===== src/rtl/hr_bridge_fifo.sv =====
// First-word-fall-through flit queue between a ring stop and the HRbridge transfer path.
// The head flit is read combinationally; bfull_o is registered from next-cycle occupancy.
module hr_bridge_fifo #(
    parameter int DATA_W      = 144,
    parameter int DEPTH       = 8,
    parameter int FULL_MARGIN = 1
) (
    input  logic                    clk,
    input  logic                    rst,
    input  logic [DATA_W-1:0]       data_i,
    input  logic                    enQ_i,
    input  logic                    deQ_i,
    output logic [DATA_W-1:0]       data_o,
    output logic                    empty_o,
    output logic                    bfull_o,
    output logic [$clog2(DEPTH):0]  count_o,
    output logic                    ovf_o,
    output logic                    udf_o
);
    localparam int AW = $clog2(DEPTH);
    localparam int CW = AW + 1;
    localparam logic [CW-1:0] DEPTH_C = CW'(DEPTH);
    localparam logic [CW-1:0] FULL_TH = CW'(DEPTH - FULL_MARGIN);
    localparam logic [CW-1:0] CNT_ONE = CW'(1);
    localparam logic [AW-1:0] PTR_ONE = AW'(1);

    logic [DATA_W-1:0] mem [DEPTH];
    logic [AW-1:0]     rp;
    logic [AW-1:0]     wp;
    logic [CW-1:0]     cnt;
    logic [CW-1:0]     cnt_next;
    logic              acc_enq;
    logic              acc_deq;

    // A full queue still takes a flit when the head leaves in the same cycle.
    always_comb begin
        acc_deq  = deQ_i && (cnt != '0);
        acc_enq  = enQ_i && ((cnt != DEPTH_C) || acc_deq);
        cnt_next = cnt;
        if (acc_enq && !acc_deq) begin
            cnt_next = cnt + CNT_ONE;
        end else if (!acc_enq && acc_deq) begin
            cnt_next = cnt - CNT_ONE;
        end
    end

    always_ff @(posedge clk) begin
        if (rst) begin
            rp      <= '0;
            wp      <= '0;
            cnt     <= '0;
            bfull_o <= 1'b0;
            ovf_o   <= 1'b0;
            udf_o   <= 1'b0;
        end else begin
            if (acc_enq) begin
                wp <= wp + PTR_ONE;
            end
            if (acc_deq) begin
                rp <= rp + PTR_ONE;
            end
            cnt     <= cnt_next;
            bfull_o <= (cnt_next >= FULL_TH);
            ovf_o   <= ovf_o | (enQ_i && !acc_enq);
            udf_o   <= udf_o | (deQ_i && (cnt == '0));
        end
    end

    // Storage carries no reset; validity is tracked by cnt alone.
    always_ff @(posedge clk) begin
        if (acc_enq && !rst) begin
            mem[wp] <= data_i;
        end
    end

    assign data_o  = (cnt == '0) ? '0 : mem[rp];
    assign empty_o = (cnt == '0);
    assign count_o = cnt;

endmodule


===== config.mk =====
export PLATFORM = sky130hd
export DESIGN_NAME = hr_bridge_fifo
export DESIGN_NICKNAME = d
export VERILOG_FILES = /design/src/rtl/hr_bridge_fifo.sv
export SDC_FILE = /design/constraint.sdc
export NUM_CORES = 1
export LEC_CHECK = 0
export CAP_MARGIN = 20
export CORE_MARGIN = 2
export CORE_UTILIZATION = 25
export DETAILED_ROUTE_END_ITERATION = 7
export GPL_TIMING_DRIVEN = 1
export HOLD_SLACK_MARGIN = 0.03
export PLACE_DENSITY_LB_ADDON = 0.25
export RECOVER_POWER = 25
export SLEW_MARGIN = 40
export SYNTH_ARGS = -nofsm -noshare
export SYNTH_HDL_FRONTEND = slang
export SYNTH_SLANG_ARGS = --single-unit

===== constraint.sdc =====
create_clock -name clk -period 23.9 [get_ports clk]
set_input_delay 4.78 -clock clk [delete_from_list [all_inputs] [get_ports clk]]
set_output_delay 4.78 -clock clk [all_outputs]
set_load 0.005 [all_outputs]

# --- After elaboration in Yosys (flattened, before gate mapping) ---
# Memory sizes are Yosys's and may differ from the RTL's. A register that Yosys moved wholly into a read port is not among the register bits.
# Index checks and enable logic that the tools add are counted.
word_totals:
  output_inout_bits: 152
  ramBits: 1152
  n_memories: 1
  inputBits: 148
  reg_bits: 13
memory_table:
  columns: ["memory", "depth", "word_bits", "rd", "rd_clocked_by_memory_dff", "wr", "line", "text"]
  rows:
  - ["mem", 8, 144, 1, 1, 1, "27", "logic [DATA_W-1:0] mem [DEPTH];"]
classes:
  add_sub_neg: 4
  n_mux: 7
  eq_ne: 1
  reduce_logical: 13
  bitwise: 2
  n_lt_le_gt_ge: 1
ops:
  columns: ["op", "count"]
  rows:
  - ["$mux 144", 1]
  - ["$mux 4", 2]
  - ["$logic_and 1x1->1", 7]
  - ["$add 3x1->3 const B", 2]
  - ["$mux 3", 2]
  - ["$add 4x1->4 const B", 1]
  - ["$ge 4x3->1 const B", 1]
  - ["$logic_not 4->1", 1]
  - ["$ne 4x4->1 const B", 1]
  - ["$reduce_bool 4->1", 1]
  - ["$sub 4x1->4 const B", 1]
  - ["$logic_not 1->1", 3]
  - ["$mux 1", 2]
  - ["$or 1x1->1", 2]
  - ["$logic_or 1x1->1", 1]

# --- Longest topological paths before layout ---
# Gate-level depths: netlist of the first run.
depth:
  depth_word: 9
  depth_mapped: 8
  mapped_depth_nobuf: 7

# --- Worst setup path after synthesis of the first run ---
# OpenSTA, ideal clock, no wires.
synth_timing:
  path_type: "input-to-reg"
  start: "input port deQ_i"
  end: "memory mem[4][0], enable pin"
  cell_stages: 4
  setup_ns: 1.051
  t_required_ns: 22.849
  path_buffers: 1
  arrival_time_ns: 20.129
  slack_ns: 2.720
  path_cell_list: "clkbuf_1 o21ai_1 or2_1 nor4b_1"
synth_via:
  elab_chain_cells: 6
synth_lines:
  columns: ["element", "line", "text"]
  rows:
  - ["from (decl)", "12", "input logic deQ_i,"]
  - ["$logic_and 1x1->1", "37", "acc_deq = deQ_i && (cnt != '0);"]
  - ["$logic_or 1x1->1", "38", "acc_enq = enQ_i && ((cnt != DEPTH_C) || acc_deq);"]
  - ["$logic_and 1x1->1", "38", null]
  - ["$logic_and 1x1->1", "71", "if (acc_enq && !rst) begin"]
  - ["$mux 1", "71", null]
  - ["$mux 1 (not written as such)", "72", "mem[wp] <= data_i;"]
  - ["to (decl)", "27", null]
# No other way between the ends.

==> summary.md, run 1 <==
| Metric | Value |
|---|---|
| CP cell instances | buf_4, buf_6, buf_6, mux4_2, mux2i_1, nor2_1, clkdlybuf4s50_1 |
| CP arrival | about 4700 ps |
| Net Count, Synth | roughly 2.1k |
| CTS sink cnt | 1168 |
| Yosys warns | 0 |
| Setup WS post-layout | approximately 14000 ps |
| Most used cell, CP | buf_6 |
| Fillers | roughly 17k |
| Sequential share of power | a little over two fifths |
| RSZ-0062 raised after global routing | false |
| WL/cell | around 23 µm |
| Routed Wire Length | about 110000 µm |
| Distinct cells, synth | slightly above 40 |
| Longest Clk Path Bufs | 3 |
| Finish-stage setup viols | 0 |
| Post-Synthesis Cells | slightly below 2k |
| TNS Setup | 0 ps |
| CP delay by family, top | buffers and inverters |
| Yosys reg bits | between 1k and 1.5k |
| Synth Flop Type | edfxtp_1 |
| Switching part of the total | between 20% and 30% |
| Buf/Inv on CP | 4 |
| Gr ovfl total | 0 |
| Leakage | around 16 nW |
| Pre-CTS WS | about 15000 ps |
| Fmax | 106 MHz |
| Worst Max-Slew Pin Slew | roughly 870 ps |
| Pin count of the biggest net entering global routing | about 80 |
| Setup Crit Path Kind | flop to output port |
| Die ar. | roughly 180000 µm² |
| IO Pins | 300 |
| Syn avg cell area | approximately 23 µm² |
| Vias in the first global route | around 23k |
| Total Nets Final | ~2.5k |
| Fin. Hold Viols | 0 |
| Synth-to-layout area growth | 23.6% |
| I/O Buffers | 299 |
| Clock-pin slew on the worst setup and hold paths | 60 ps |
| Clock Skew | 34.0 ps |
| Worst-skew pair later-pin latency | approximately 780 ps |
| Hold_buf cts | 0 |
| GRT Util Overall | 12.3% |
| Starting density of the core | between 20% and 30% |
| Power Density | about 100 nW/µm² |
| Most frequent cells in the layout | edfxtp_1 (1152), mux4_2 (288), clkdlybuf4s50_1 (213) |
| Shortest period the worst path allows | approximately 9500 ps |
| CP max FO | 46 |
| Peak supply drop | ~0.000079 V |
| GPL Wtd Cong | 0.665 |
| Antenna violations before repair | 35 |
| Final Core Density | 31.1% |
| Period utilization | between 30% and 40% |
| DRC viols | 0 |
| P_sw | about 0.0014 W |
| Number of buffers created by CTS | roughly 130 |
| Max stage delay on crit path | around 620 ps |
| Grt met1 use | 15.5% |
| Hpwl dp | roughly 60000 µm |
| Share of cells above drive strength 1 | roughly 22% |
| Hold Crit Class | flop to flop |
| Max-Cap Viols | 0 |
| DIE HEIGHT | roughly 430 µm |
| Post-synth EDFFs | roughly 1.2k |
| Status | completed |
| GRT met3 Usage | 3.08% |
| CTS root buf | clkbuf_16 |
| Ys async rst share | 0% |
| First-pass DRT Iterations | 5 |
| PostCTS Resize Cnt | 0 |
| Setup Buffers After CTS | 0 |
| Commonest non-fill, non-tap cell in the layout | edfxtp_1 |
| FP Rows | approximately 150 |
| H-tree depth | 4 |
| Worst setup SP type | flop |
| Combinational Power Share | around 22% |
| Final Max Tran Viols | 0 |
| Most Used Layer, Global Route | met2 |
| CP max stage cell | buf_6 |
| DR vias | 20.6k |
| First-pass GRT wire length | 160000 µm |
| Core area | approximately 180000 µm² |
| Sequential area share after synthesis | 78.7% |
| Remaining antenna violation count | 0 |
| Slew HR | a little over two fifths |
| Detailed Route Iter0 Violations | approximately 1.3k |
| CTS tree | built |
| Die X | 425 µm |
| Mapped Area | approximately 44000 µm² |
| Clk pwr share | 35.8% |
| Area occupied by multi-input gates | roughly 9000 µm² |
| Final Total Pwr | around 0.0055 W |
| CP Capture Type | output port |
| GR Util met2 | between 20% and 30% |
| Sequential cell area | roughly 35000 µm² |
| CP required | between 15000 and 20000 ps |
| Via density per instance | ~4.3 |
| Int Pwr | approximately 0.004 W |
-- registers in the layout (all words and copies together) (netlist names), named ones only --
signal / flops
bfull_o: 1
mem: 1152
count_o: 4
wp: 3
ovf_o: 1
udf_o: 1
rp: 3
-- cell usage after synthesis, types with 2 or more instances --
master | instances | share of area, %
mux4_2 | 288 | 15
a21oi_1 | 5 | 0.056
clkbuf_1 | 45 | 0.38
buf_2 | 43 | 0.48
xor2_1 | 3 | 0.059
o21ai_1 | 2 | 0.023
mux2i_1 | 145 | 3.3
nor2b_1 | 2 | 0.028
buf_1 | 12 | 0.10
nand3_1 | 3 | 0.034
ha_1 | 4 | 0.11
dfxtp_1 | 16 | 0.72
or3_1 | 2 | 0.028
nand2_1 | 4 | 0.034
nor4b_1 | 4 | 0.079
nor2_1 | 156 | 1.3
nand3b_1 | 4 | 0.068
and4b_1 | 2 | 0.045
nand2b_1 | 3 | 0.042
a2111oi_0 | 2 | 0.039
nor4bb_1 | 2 | 0.045
nor4_1 | 4 | 0.056
inv_1 | 4 | 0.034
o211ai_1 | 2 | 0.034
edfxtp_1 | 1152 | 78
-- cells by family after synthesis --
| kind of cell | synth area share, % |
|---|---|
| multiplexers | 17.9 |
| AO/OA/AOI/OAI | 0.299 |
| XOR/XNOR | 0.0790 |
| adder cells (fa/ha/maj) | 0.113 |
| buffers and inverters | 1.06 |
| AND/OR/NAND/NOR | 1.89 |
| flip-flops | 78.7 |
-- worst reg2reg max path: stages (launching register included) --
cell and delay [ps]:
dfxtp_1 460, inv_1 130, ha_1 330, nand3b_1 200, o21ai_1 130, or2_1 360
nor4_2 190, buf_4 640, buf_4 720, buf_4 480, buf_12 300
-- metal layers --
layer	part of all wire (%)	vias to the layer above	wire length, µm
met5	0.13	-	147
met4	2.2	22	2480
met3	4.8	192	5320
met2	50	445	55800
met1	43	11100	47700
li1	-	8873	-
-- power groups by stage --
stage,Clock [W],Combinational [W],Sequential [W]
2_1_floorplan,0,0.000710,0.00236
3_3_place_gp,0,0.00124,0.00238
3_5_place_dp,0,0.00129,0.00236
4_1_cts,0.00206,0.00129,0.00231
5_1_grt,0.00213,0.00135,0.00232
6_report,0.00198,0.00124,0.00231
-- metrics by stage --
stage,instances,hold slack (ps),instance area [µm²]
2_1_floorplan,1925,454,44400
3_3_place_gp,4503,453,50300
3_5_place_dp,4512,468,50600
4_1_cts,4747,483,54800
5_1_grt,4753,514,54900
6_report,4754,483,54900
-- layout make-up --
cell class	instances	share of cell area, %
inverters	5	0.0433
well taps	2340	5.34
diodes	6	0.0274
clock buffers	165	6.28
clock inverters	70	1.51
repair buffers	350	6.67
multi-input cells	650	16.5
flip-flops and latches	1168	63.6
-- path summary, 6_finish.rpt --
path / start / to / slack, ps / cells after the start
min reg2reg: ovf_o$_SDFF_PP0_ / ovf_o$_SDFF_PP0_ / 480 / 2
max: flop / data_o[99] / 14440 / 7
min: ovf_o$_SDFF_PP0_ / ovf_o$_SDFF_PP0_ / 480 / 2
max reg2reg: count_o[0]$_SDFF_PP0_ / mem[0][115]$_DFFE_PP_ / 19570 / 10
Power figures use the tool's default switching activity.
==> run 2: changes to the inputs <==
Clock period 23.9 ns to 9.2 ns, I/O delays scaled along.
==> run 2 against run 1 <==
Against the previous run: final cell count is 0.21% lower; combinational power rose to 2.6 times the previous value; count of clock-buffer cells in the layout fell by 1; register-to-register slack got worse by 14000 ps; cell area grew 0.20%; sequential power increased to 2.6 times the previous value; via count fell by 0.75%; wire length fell by 2.6%; largest power group unchanged; non-clock buffer count fell by 10.
==> summary.md, run 2 (synthesis results as in run 1) <==
| Metric | Value |
|---|---|
| WL/cell | 22.9 µm (-2.4%) |
| Die ar. | 181000 µm² (unchanged) |
| Clock Skew | 28.1 ps (-5.89 ps) |
| Vias in the first global route | 22.4k (-0.56%) |
| RSZ-0062 raised after global routing | false |
| GRT Util Overall | 12.0% (-0.36 points) |
| Leakage | 16.3 nW (+0.12%) |
| Starting density of the core | 25.2% (unchanged) |
| Power Density | 262 nW/µm² (+160%) |
| Worst setup SP type | flop |
| Shortest period the worst path allows | roughly 6000 ps |
| Pin count of the biggest net entering global routing | 103 (+30%) |
| Peak supply drop | 0.000170 V (+110%) |
| Fin. Hold Viols | 0 (unchanged) |
| Longest Clk Path Bufs | 3 (unchanged) |
| Commonest non-fill, non-tap cell in the layout | edfxtp_1 |
| Total Nets Final | 2451 (-0.37%) |
| CP max FO | 76 (+65%) |
| CP Capture Type | output port |
| PostCTS Resize Cnt | 0 (unchanged) |
| DRC viols | 0 (unchanged) |
| CTS sink cnt | 1168 (unchanged) |
| Hpwl dp | 59900 µm (-0.94%) |
| Max stage delay on crit path | 560 ps (-60 ps) |
| GPL Wtd Cong | 0.700 (+5.3%) |
| Die X | 425 µm (unchanged) |
| First-pass DRT Iterations | 7 (+2) |
| Clock-pin slew on the worst setup and hold paths | 50 ps (about the same) |
| Area occupied by multi-input gates | 9100 µm² (+0.62%) |
| H-tree depth | 4 (unchanged) |
| Sequential cell area | 34900 µm² (unchanged) |
| CTS tree | built |
| Slew HR | 42.0% (+0.062 points) |
| FP Rows | 154 (unchanged) |
| Detailed Route Iter0 Violations | 1274 (-4.3%) |
| CP arrival | 4000 ps (-680 ps) |
| Worst-skew pair later-pin latency | 780 ps (about the same) |
| Antenna violations before repair | 49 (+40%) |
| Worst hold margin | 474 ps (-9.39 ps) |
| Hold_buf cts | 0 (unchanged) |
| First-pass GRT wire length | 157000 µm (-1.9%) |
| DR vias | 20.5k (-0.75%) |
| Status | completed |
| Finish-stage setup viols | 0 (unchanged) |
| CP max stage cell | dfxtp_4 |
| Final Non-Filler Cells | 4744 (-0.21%) |
| Period utilization | between 60 and 70% |
| DIE HEIGHT | 425 µm (unchanged) |
| Routed Wire Length | 108000 µm (-2.6%) |
| Most frequent cells in the layout | edfxtp_1 (1152), mux4_2 (288), clkdlybuf4s50_1 (212) |
| Share of cells above drive strength 1 | 22.2% (+0.060 points) |
| Largest register by flop count | mem |
| IO Pins | 300 (unchanged) |
| TNS Setup | 0 ps (unchanged) |
| Core area | 176000 µm² (unchanged) |
| Setup Buffers After CTS | 0 (unchanged) |
| Max-Cap Viols | 0 (unchanged) |
| Placed Instances | 4499 (-0.29%) |
| I/O Buffers | 299 (unchanged) |
| CP required | 7360 ps (-11760 ps) |
| Number of buffers created by CTS | 134 (+0.75%) |
| CTS root buf | clkbuf_16 |
| Hold Crit Class | flop to flop |
| Max reg flops | 1152 (unchanged) |
| Final Max Tran Viols | 0 (unchanged) |
| Fillers | 16.8k (-0.40%) |
| Remaining antenna violation count | 0 (unchanged) |
| Synth-to-layout area growth | 23.9% |
| Via density per instance | 4.31 (-0.54%) |
| Gr ovfl total | 0 (unchanged) |
| CP cell instances | buf_12, buf_4, buf_12, mux4_2, mux2i_1, nor2_1, clkdlybuf4s50_1 |
| Setup Crit Path Kind | flop to output port |
| Most used cell, CP | buf_12 |
| Fmax | approximately 170 MHz |
| Worst Max-Slew Pin Slew | 870 ps (-0.935 ps) |
[run 2: cell types whose count changed in the layout (fill, tap and decap cells not counted), moves of 3 or more]
| cell | previous run | this run |
|---|---|---|
| buf_6 | 18 | 8 |
| clkinv_1 | 26 | 19 |
| buf_4 | 18 | 12 |
| nor4b_2 | 4 | 0 |
| nor4b_4 | 0 | 4 |
| buf_16 | 4 | 7 |
| inv_16 | 4 | 7 |
[run 2: final cells by class]
class | instances | area share (%)
diodes | 7 | 0.0319
clock buffers | 164 | 6.30
clock inverters | 70 | 1.62
inverters | 5 | 0.0432
multi-input cells | 650 | 16.6
flip-flops and latches | 1168 | 63.5
well taps | 2340 | 5.32
repair buffers | 340 | 6.60
[run 2: through the flow]
stage | instance area (µm²) | power, W | util (%) | worst slack, ps
2_1_floorplan | 44400 | 0.00795 | - | -1810
3_3_place_gp | 50400 | 0.00936 | 28.6 | 3590
3_5_place_dp | 50500 | 0.00940 | 28.7 | 3680
4_1_cts | 54900 | 0.0147 | 31.1 | 2960
5_1_grt | 55000 | 0.0151 | 31.2 | 3000
6_report | 55000 | 0.0144 | 31.2 | 3360
[run 2: power by group]
part / total [W] / switching, W / internal [W]
combinational: 0.00317 / 0.00149 / 0.00167
clock: 0.00524 / 0.00218 / 0.00306
sequential: 0.00602 / 0.0000630 / 0.00595
[run 2: worst paths after layout]
| check | depth (start not counted) | start | to | slack, ps |
|---|---|---|---|---|
| max | 7 | flop | data_o[140] | 3360 |
| min | 2 | udf_o$_SDFF_PP0_ | udf_o$_SDFF_PP0_ | 470 |
| max reg2reg | 9 | count_o[0]$_SDFF_PP0_ | mem[6][139]$_DFFE_PP_ | 5450 |
| min reg2reg | 2 | udf_o$_SDFF_PP0_ | udf_o$_SDFF_PP0_ | 470 |
[run 2: metal layers]
layer	GRT usage [%]	share of wire, %
met1	14.9	43
met2	20.6	50
met3	2.75	4.3
met4	3.69	2.6
met5	0	0.13
[run 2: critical path, delay by kind of cell, from the launching register on]
kind / cells / cell delay (ps)
DFF: 1 / 560
muxes: 2 / 750
buffers and inverters: 4 / 1600
and+or+nand+nor: 1 / 80
